File: src/rtl/wb_initiator.sv
`timescale 1ns/1ps
`default_nettype none
// ============================================================================
// Module   : wb_initiator
// Brief    : Wishbone classic single-transfer initiator with byte-lane steering
//            and sign/zero-extended load return. Optional bus timeout is
//            enabled by defining WB_TIMEOUT_EN.
// Revision : 1.0 - initial release
// ============================================================================
module wb_initiator #(
    parameter int TIMEOUT_CYCLES = 255
) (
    input  logic        sys_clk,
    input  logic        sys_rst_n,
    input  logic        req_valid,
    output logic        req_ready,
    input  logic        req_we,
    input  logic [31:0] req_addr,
    input  logic [1:0]  req_size,
    input  logic        req_signed,
    input  logic [31:0] req_wdata,
    output logic        rsp_valid,
    input  logic        rsp_ready,
    output logic [31:0] rsp_rdata,
    output logic        rsp_err,
    output logic        cyc_o,
    output logic        stb_o,
    output logic        we_o,
    output logic [29:0] adr_o,
    output logic [3:0]  sel_o,
    output logic [31:0] dat_o,
    input  logic [31:0] dat_i,
    input  logic        ack_i
);

    localparam logic [1:0] S_IDLE = 2'd0;
    localparam logic [1:0] S_BUS  = 2'd1;
    localparam logic [1:0] S_RESP = 2'd2;

    logic [1:0]  state_q, state_d;
    logic        cyc_q, cyc_d, stb_q, stb_d, we_q, we_d;
    logic [29:0] adr_q, adr_d;
    logic [3:0]  sel_q, sel_d;
    logic [31:0] dat_q, dat_d;
    logic        rsp_valid_q, rsp_valid_d, rsp_err_q, rsp_err_d;
    logic [31:0] rsp_rdata_q, rsp_rdata_d;
    logic [1:0]  size_q, size_d, off_q, off_d;
    logic        sgn_q, sgn_d;

    logic        req_err;
    logic        tmo_hit;
    logic [31:0] rd_shift;
    logic [31:0] load_data;
    logic [3:0]  sel_new;
    logic [31:0] dat_new;

    assign req_err = (req_size == 2'd3)
                   || ((req_size == 2'd1) && req_addr[0])
                   || ((req_size == 2'd2) && (req_addr[1:0] != 2'b00));

`ifdef WB_TIMEOUT_EN
    localparam logic [15:0] TMO_LIMIT = 16'(TIMEOUT_CYCLES);
    logic [15:0] tmo_cnt_q, tmo_cnt_d;

    // Counter is zero whenever outside BUS, so it starts at zero on entry.
    always_comb tmo_cnt_d = (state_q == S_BUS) ? tmo_cnt_q + 16'd1 : 16'd0;

    always_ff @(posedge sys_clk or negedge sys_rst_n) begin
        if (!sys_rst_n) tmo_cnt_q <= 16'd0;
        else            tmo_cnt_q <= tmo_cnt_d;
    end

    assign tmo_hit = (state_q == S_BUS) && !ack_i && (tmo_cnt_q + 16'd1 == TMO_LIMIT);
`else
    assign tmo_hit = 1'b0;
`endif

    always_comb begin
        rd_shift = dat_i >> {off_q, 3'b000};
        case (size_q)
            2'd0:    load_data = sgn_q ? {{24{rd_shift[7]}},  rd_shift[7:0]}
                                       : {24'd0, rd_shift[7:0]};
            2'd1:    load_data = sgn_q ? {{16{rd_shift[15]}}, rd_shift[15:0]}
                                       : {16'd0, rd_shift[15:0]};
            default: load_data = dat_i;
        endcase
    end

    always_comb begin
        case (req_size)
            2'd0:    begin sel_new = 4'b0001 << req_addr[1:0]; dat_new = {4{req_wdata[7:0]}};  end
            2'd1:    begin sel_new = 4'b0011 << req_addr[1:0]; dat_new = {2{req_wdata[15:0]}}; end
            default: begin sel_new = 4'b1111;                  dat_new = req_wdata;            end
        endcase
    end

    always_ff @(posedge sys_clk or negedge sys_rst_n) begin
        if (!sys_rst_n) begin
            state_q     <= S_IDLE;
            cyc_q       <= 1'b0;
            stb_q       <= 1'b0;
            we_q        <= 1'b0;
            adr_q       <= 30'd0;
            sel_q       <= 4'd0;
            dat_q       <= 32'd0;
            rsp_valid_q <= 1'b0;
            rsp_err_q   <= 1'b0;
            rsp_rdata_q <= 32'd0;
            size_q      <= 2'd0;
            off_q       <= 2'd0;
            sgn_q       <= 1'b0;
        end else begin
            state_q     <= state_d;
            cyc_q       <= cyc_d;
            stb_q       <= stb_d;
            we_q        <= we_d;
            adr_q       <= adr_d;
            sel_q       <= sel_d;
            dat_q       <= dat_d;
            rsp_valid_q <= rsp_valid_d;
            rsp_err_q   <= rsp_err_d;
            rsp_rdata_q <= rsp_rdata_d;
            size_q      <= size_d;
            off_q       <= off_d;
            sgn_q       <= sgn_d;
        end
    end

    always_comb begin
        state_d = state_q;
        case (state_q)
            S_IDLE:  if (req_valid)          state_d = req_err ? S_RESP : S_BUS;
            S_BUS:   if (ack_i || tmo_hit)   state_d = S_RESP;
            S_RESP:  if (rsp_ready)          state_d = S_IDLE;
            default:                         state_d = S_IDLE;
        endcase
    end

    always_comb begin
        cyc_d       = cyc_q;
        stb_d       = stb_q;
        we_d        = we_q;
        adr_d       = adr_q;
        sel_d       = sel_q;
        dat_d       = dat_q;
        rsp_valid_d = rsp_valid_q;
        rsp_err_d   = rsp_err_q;
        rsp_rdata_d = rsp_rdata_q;
        size_d      = size_q;
        off_d       = off_q;
        sgn_d       = sgn_q;
        case (state_q)
            S_IDLE: begin
                if (req_valid) begin
                    adr_d  = req_addr[31:2];
                    off_d  = req_addr[1:0];
                    size_d = req_size;
                    sgn_d  = req_signed;
                    sel_d  = sel_new;
                    dat_d  = dat_new;
                    if (req_err) begin
                        rsp_valid_d = 1'b1;
                        rsp_err_d   = 1'b1;
                        rsp_rdata_d = 32'd0;
                    end else begin
                        cyc_d = 1'b1;
                        stb_d = 1'b1;
                        we_d  = req_we;
                    end
                end
            end
            S_BUS: begin
                // Ack wins over a timeout landing on the same cycle.
                if (ack_i) begin
                    cyc_d       = 1'b0;
                    stb_d       = 1'b0;
                    rsp_valid_d = 1'b1;
                    rsp_err_d   = 1'b0;
                    rsp_rdata_d = we_q ? 32'd0 : load_data;
                end else if (tmo_hit) begin
                    cyc_d       = 1'b0;
                    stb_d       = 1'b0;
                    rsp_valid_d = 1'b1;
                    rsp_err_d   = 1'b1;
                    rsp_rdata_d = 32'd0;
                end
            end
            S_RESP: begin
                if (rsp_ready) rsp_valid_d = 1'b0;
            end
            default: begin
                cyc_d       = 1'b0;
                stb_d       = 1'b0;
                rsp_valid_d = 1'b0;
            end
        endcase
    end

    assign req_ready = (state_q == S_IDLE);
    assign rsp_valid = rsp_valid_q;
    assign rsp_rdata = rsp_rdata_q;
    assign rsp_err   = rsp_err_q;
    assign cyc_o     = cyc_q;
    assign stb_o     = stb_q;
    assign we_o      = we_q;
    assign adr_o     = adr_q;
    assign sel_o     = sel_q;
    assign dat_o     = dat_q;

endmodule
`default_nettype wire

File: config.mk
export PLATFORM = sky130hd
export DESIGN_NAME = wb_initiator
export DESIGN_NICKNAME = d
export VERILOG_FILES = /design/src/rtl/wb_initiator.sv
export SDC_FILE = /design/constraint.sdc
export NUM_CORES = 1
export LEC_CHECK = 0
export CAP_MARGIN = 20
export CORE_MARGIN = 4
export CORE_UTILIZATION = 46
export DETAILED_ROUTE_END_ITERATION = 7
export GPL_TIMING_DRIVEN = 0
export PLACE_DENSITY = 0.82
export SLEW_MARGIN = 10
export SYNTH_ARGS = -nofsm -noshare
export SYNTH_HDL_FRONTEND = slang
export SYNTH_SLANG_ARGS = --single-unit
File: constraint.sdc
create_clock -name sys_clk -period 5.6 [get_ports sys_clk]
set_input_delay 1.12 -clock sys_clk [delete_from_list [all_inputs] [get_ports sys_clk]]
set_output_delay 1.12 -clock sys_clk [all_outputs]
set_load 0.1 [all_outputs]
==> impl_summary.log, run 1 <==
[metrics] Worst path slowest cell: clkdlybuf4s50_1
[metrics] first-pass GRT wire length: 26,800 um
[metrics] quantity of gates resized following cts: 0
[metrics] number of global-route vias before repair: 5,372
[metrics] CORE AREA: 10,500 um^2
[metrics] Worst setup EP type: primary output
[metrics] final critical path time including I/O delays and setup: 3.26 ns
[metrics] Max Root-Sink Buffers: 2
[metrics] worst slew pin tran: 1.06 ns
[metrics] number of setup violations in the final report: 0
[metrics] Layout Area Growth over Synthesis: 50.2%
[metrics] arrival time of data at the critical path endpoint: 2.14 ns
[metrics] effective utilization at floorplan: 0.481
[metrics] antenna violations before repair: 0
[metrics] post-synthesis cell type with the largest combined area: dfrtp_1
[metrics] largest driver fanout on the critical path: 9
[metrics] deepest level of the CTS H-tree: 3
[metrics] Critical Path Sink: req_ready
[metrics] gpl congestion: 0.880
[metrics] per-cell via count in the routed design: 5.43
[metrics] number of enable flip-flop cells after synthesis: 0
[metrics] number of instances in the synthesized netlist: 552
[metrics] number of stages on the worst setup path: 3
[metrics] Total GRT Usage: 0.265
[metrics] count of buffers from port buffering: 207
[metrics] post-CTS setup repair buffer count: 0
[metrics] largest net degree at the start of global routing: 73
[metrics] depth of the worst register-to-register path: 6
[metrics] combined buffer and inverter count along the critical path: 2
[metrics] sequential element share of the synthesized area: 0.543
[metrics] mean instance size in the synthesized netlist: 9.11 um^2
[metrics] 1st-pass router iterations: 5
[metrics] master cell of the clock root buffer: clkbuf_8
[metrics] final slew viol count: 0
[metrics] most used standard cells in the synthesized netlist: nand2_1, dfrtp_1, o21ai_0
[metrics] critical path class: flip-flop to primary output
[metrics] cell family with the largest share of critical-path delay: buffers and inverters
[metrics] hold buffer count at CTS: 0
[metrics] share of Yosys cell area claimed by the top area cell type: 0.543
[metrics] number of CTS-inserted buffers: 9
[metrics] most common cell in the synthesized netlist: nand2_1
[metrics] die height: 113 um
[metrics] share of async-settable or async-resettable flops after synthesis: 1.00
[metrics] Syn Std Cell Area: 5030 um^2
[metrics] WL per Instance: 18.1 um
[metrics] remaining global-route overflow: 0
[metrics] final cycle utilization of the critical path: 0.582
[metrics] required time of the critical path: 4.48 ns
[metrics] count of nets left with antenna violations after detail routing: 0
[metrics] number of warnings issued by yosys: 0
[metrics] final antenna diode count: 0
[metrics] most frequently used flop master after synthesis: dfrtp_1
[metrics] CTS tree: yes
[metrics] RR Startpoint: state_q[1]$_DFFE_PN0P_
[metrics] clock slew seen by the registers of the worst setup and hold paths: 0.11 ns
[metrics] Worst Clk Skew: 0.00666 ns
[metrics] count of different cell masters after synthesis: 37
[metrics] latest clock arrival within the worst-skew pair: 0.38 ns
[metrics] detailed-route via count: 4,954
[metrics] R2R Setup Slk: 3.44 ns
[metrics] maxcap violations: 0
[metrics] launching element of the worst setup path: state_q[1]$_DFFE_PN0P_
[metrics] synthesis-stage register bit count: 109
[metrics] width of the die: 113 um
[metrics] largest stage delay on the critical path: 1.14 ns
[metrics] layout net count: 876
[metrics] number of remaining DRC errors: 0
[metrics] die outline area: 12,700 um^2
[metrics] highest clock frequency the design can meet: 0.307 GHz
[metrics] number of DRC violations after detailed-routing iteration 0: 269
[metrics] layout cell share with drive strength beyond 1: 0.0387
[metrics] series of cell instances along the critical path: buf_6 -> nor2_1 -> clkdlybuf4s50_1
[metrics] final-layout worst hold slack: 0.483 ns
[metrics] unrepaired setup endpoints after global routing: false
[metrics] headroom to the max-slew limit: 0.294
[metrics] half-perimeter wire length after detailed placement: 12,900 um
[metrics] I/O pin count: 209
[metrics] dominant cells by area after synthesis: dfrtp_1, nand2_1, mux2i_1, o21ai_0, a32oi_1
[metrics] wirelength, routed: 16,500 um
[metrics] nature of the critical path startpoint: flip-flop
[metrics] worst hold path type: flip-flop to flip-flop
[metrics] result of the run: complete, no violations
[metrics] number of placement rows: 37
[metrics] hold violation count in the final report: 0
[metrics] Reg-to-Reg End: rsp_rdata[14]$_DFFE_PN0P_
[metrics] syn_nets: 657
[metrics] clock tree sinks: 109
kinds of logic after synthesis:
family,after synthesis,synth area share
flip-flops,109,0.543
AO/OA/AOI/OAI,119,0.144
multiplexers,35,0.0699
AND/OR/NAND/NOR,242,0.204
buffers and inverters,47,0.0401
worst min path at each step:
| stage | startpoint | to | slack, ns | cells after the start |
|---|---|---|---|---|
| 2_1_floorplan | sgn_q$_DFFE_PN0P_ | sgn_q$_DFFE_PN0P_ | 0.47 | 2 |
| 3_3_place_gp | adr_o[5]$_DFFE_PN0P_ | adr_o[5]$_DFFE_PN0P_ | 0.46 | 2 |
| 3_5_place_dp | adr_o[10]$_DFFE_PN0P_ | adr_o[10]$_DFFE_PN0P_ | 0.46 | 2 |
| 4_1_cts | adr_o[13]$_DFFE_PN0P_ | adr_o[13]$_DFFE_PN0P_ | 0.49 | 2 |
| 5_1_grt | dat_o[5]$_DFFE_PN0P_ | dat_o[5]$_DFFE_PN0P_ | 0.52 | 2 |
| 6_report | adr_o[10]$_DFFE_PN0P_ | adr_o[10]$_DFFE_PN0P_ | 0.48 | 2 |
cell usage in the layout, fill, tap and decap left out, types with 5 or more instances in the layout:
cell type	Yosys	routed
o2bb2ai_1	8	8
nand2b_1	9	9
buf_2	5	5
nand4_1	6	6
nand2_1	171	171
clkdlybuf4s50_1	0	206
nand3_1	9	9
a21oi_1	16	16
clkbuf_8	0	10
inv_1	7	7
mux2i_1	34	34
clkbuf_1	30	30
and2_1	8	8
nor2_1	25	25
a32oi_1	17	17
o21ai_0	65	65
dfrtp_1	109	109
metrics by stage:
step                instances   util  cell area, um^2  setup slack, ns  setup TNS (ns)
floorplan                 552      -             5030             2.74               0
global placement          895  0.695             7270           -0.677          -73.03
detailed placement        896  0.698             7300             2.41               0
CTS                       912  0.722             7550             2.32               0
global route              912  0.722             7550             2.28               0
finish                    912  0.722             7550             2.34               0
cell type report:
type / count / area [um^2]
Inverter: 7 / 26.3
Fill cell: 831 / 2910
Clock buffer: 10 / 138
Timing Repair Buffer: 208 / 2100
Sequential cell: 109 / 2730
Multi-Input combinational cell: 396 / 2100
Clock inverter: 6 / 116
Tap cell: 136 / 170
Buffer: 40 / 175
worst reg2reg max path: cells and delay by family, from the launching register on:
kind | cells | cell delay, ns
buf+inv | 2 | 0.58
simple gates | 4 | 1.12
flops | 1 | 0.39
state kept, by name, indices dropped and copies added (netlist names):
signal     count
dat_o         32
rsp_rdata     32
adr_o         30
sel_o          4
off_q          2
size_q         2
state_q        2
rsp_err        1
rsp_valid      1
sgn_q          1
stb_o          1
we_o           1
routing by layer:
metal  wire (um)  GRT usage
met5           0          0
met2        7730      0.436
met1        6280      0.301
met4         582      0.106
met3        1950      0.119
Power of run 1 is left out: the tool's default activity adds up to more than one toggle a clock period on the data nets, which glitch-free logic cannot reach.
==> inputs of run 2 (changes only) <==
--- a/config.mk
+++ b/config.mk
@@ -7,10 +7,10 @@
 export LEC_CHECK = 0
 export CAP_MARGIN = 20
 export CORE_MARGIN = 4
-export CORE_UTILIZATION = 46
+export CORE_UTILIZATION = 43
 export DETAILED_ROUTE_END_ITERATION = 7
 export GPL_TIMING_DRIVEN = 0
-export PLACE_DENSITY = 0.82
+export PLACE_DENSITY = 0.77
 export SLEW_MARGIN = 10
 export SYNTH_ARGS = -nofsm -noshare
 export SYNTH_HDL_FRONTEND = slang
==> constraint.sdc (replaced) <==
create_clock -name sys_clk -period 3.35 [get_ports sys_clk]
set_input_delay 0.67 -clock sys_clk [delete_from_list [all_inputs] [get_ports sys_clk]]
set_output_delay 0.67 -clock sys_clk [all_outputs]
set_load 0.1 [all_outputs]
==> run 2 against run 1 <==
Effect of this change: setup slack worse by 1.8 ns; first-iteration DRC count is 36% higher; global-route usage is 1.8 points lower; count of clock-buffer cells in the layout stayed put; die area is 6.5% higher; register-to-register slack worse by 2.3 ns.
==> impl_summary.log, run 2 (synthesized netlist as in run 1, its figures left out) <==
[metrics] fillcell total: 936
[metrics] I/O pin count: 209
[metrics] final cycle utilization of the critical path: 0.828
[metrics] width of the die: 116 um
[metrics] commonest cells after routing, fill and taps aside: clkdlybuf4s50_1, nand2_1, dfrtp_1
[metrics] setup ws final: 0.576 ns
[metrics] headroom to the max-slew limit: 0.302
[metrics] die outline area: 13,500 um^2
[metrics] hold buffer count at CTS: 0
[metrics] Worst Clk Skew: 0.00797 ns
[metrics] number of DRC violations after detailed-routing iteration 0: 365
[metrics] number of placement rows: 39
[metrics] clock slew seen by the registers of the worst setup and hold paths: 0.07 ns
[metrics] CORE AREA: 11,400 um^2
[metrics] worst hold path type: input port to asynchronous set/reset pin
[metrics] largest net degree at the start of global routing: 77
[metrics] die height: 116 um
[metrics] highest clock frequency the design can meet: 0.360 GHz
[metrics] count of buffers from port buffering: 207
[metrics] most common library cell in the layout ignoring fill and taps: clkdlybuf4s50_1
[metrics] final antenna diode count: 0
[metrics] final critical path time including I/O delays and setup: 2.77 ns
[metrics] master cell of the clock root buffer: clkbuf_16
[metrics] number of global-route vias before repair: 5,167
[metrics] per-cell via count in the routed design: 5.34
[metrics] depth of the worst register-to-register path: 6
[metrics] gpl congestion: 0.868
[metrics] nature of the critical path startpoint: flip-flop
[metrics] largest driver fanout on the critical path: 8
[metrics] critical path class: flip-flop to primary output
[metrics] half-perimeter wire length after detailed placement: 12,700 um
[metrics] antenna violations before repair: 0
[metrics] maxcap violations: 0
[metrics] post-placement setup slack: 0.589 ns
[metrics] layout cell share with drive strength beyond 1: 0.0387
[metrics] number of remaining DRC errors: 0
[metrics] effective utilization at floorplan: 0.440
[metrics] Total GRT Usage: 0.247
[metrics] clock tree sinks: 109
[metrics] hold violation count in the final report: 0
[metrics] latest clock arrival within the worst-skew pair: 0.34 ns
[metrics] number of CTS-inserted buffers: 9
[metrics] Layout Area Growth over Synthesis: 52.0%
[metrics] CTS tree: yes
[metrics] quantity of gates resized following cts: 0
[metrics] wirelength, routed: 16,600 um
[metrics] Max Root-Sink Buffers: 2
[metrics] arrival time of data at the critical path endpoint: 2.10 ns
[metrics] final slew viol count: 0
[metrics] WL per Instance: 18.1 um
[metrics] final-layout worst hold slack: 0.208 ns
[metrics] worst slew pin tran: 1.04 ns
[metrics] unrepaired setup endpoints after global routing: false
[metrics] layout net count: 876
[metrics] count of nets left with antenna violations after detail routing: 0
[metrics] number of setup violations in the final report: 0
[metrics] Worst setup EP type: primary output
[metrics] deepest level of the CTS H-tree: 3
[metrics] first-pass GRT wire length: 25,800 um
[metrics] 1st-pass router iterations: 5
[metrics] required time of the critical path: 2.68 ns
[metrics] post-CTS setup repair buffer count: 0
[metrics] Final Util: 0.669
[metrics] detailed-route via count: 4,903
[metrics] remaining global-route overflow: 0
[metrics] result of the run: complete, no violations
-- run 2: cell count changes in the layout (fill, tap and decap cells not counted) --
| cell | previous run | this run |
|---|---|---|
| bufinv_16 | 3 | 2 |
| clkbuf_16 | 0 | 9 |
| clkbuf_8 | 10 | 1 |
| clkinv_4 | 0 | 2 |
| clkinvlp_4 | 0 | 1 |
| inv_6 | 3 | 1 |
-- run 2: per-layer routing --
layer  GRT usage  part of all wire
met5           0                 0
met1       0.295              0.39
met4      0.0874             0.031
met3      0.0990              0.11
met2       0.405              0.47
-- run 2: critical path: stages (launching register included) --
cell             delay (ns)
dfrtp_1                0.36
buf_2                  0.16
nor2_1                 0.09
clkdlybuf4s50_1        1.15
-- run 2: final timing paths --
check | slack [ns] | start | to
max | 0.58 | state_q[0]$_DFFE_PN0P_ | req_ready
min | 0.21 | sys_rst_n | rsp_rdata[4]$_DFFE_PN0P_
max reg2reg | 1.17 | state_q[1]$_DFFE_PN0P_ | rsp_rdata[13]$_DFFE_PN0P_
min reg2reg | 0.47 | adr_o[9]$_DFFE_PN0P_ | adr_o[9]$_DFFE_PN0P_
max in group asynchronous | 2.46 | sys_rst_n | dat_o[14]$_DFFE_PN0P_
min in group sys_clk | 0.47 | adr_o[9]$_DFFE_PN0P_ | adr_o[9]$_DFFE_PN0P_
-- run 2: cell type report --
cell class                      count  area [um^2]  area share
Buffer                             40          175      0.0229
Clock buffer                       10          239      0.0313
Clock inverter                      6         93.8      0.0123
Inverter                            7         26.3     0.00344
Multi-Input combinational cell    396         2100       0.275
Sequential cell                   109         2730       0.357
Tap cell                          143          179      0.0234
Timing Repair Buffer              208         2100       0.275
-- run 2: stage by stage --
stage | instances | TNS (ns) | instance area (um^2)
2_1_floorplan | 552 | 0 | 5030
3_3_place_gp | 902 | -274.76 | 7280
3_5_place_dp | 903 | 0 | 7310
4_1_cts | 919 | 0 | 7640
5_1_grt | 919 | 0 | 7640
6_report | 919 | 0 | 7640
Power of run 2 is left out for the same reason.
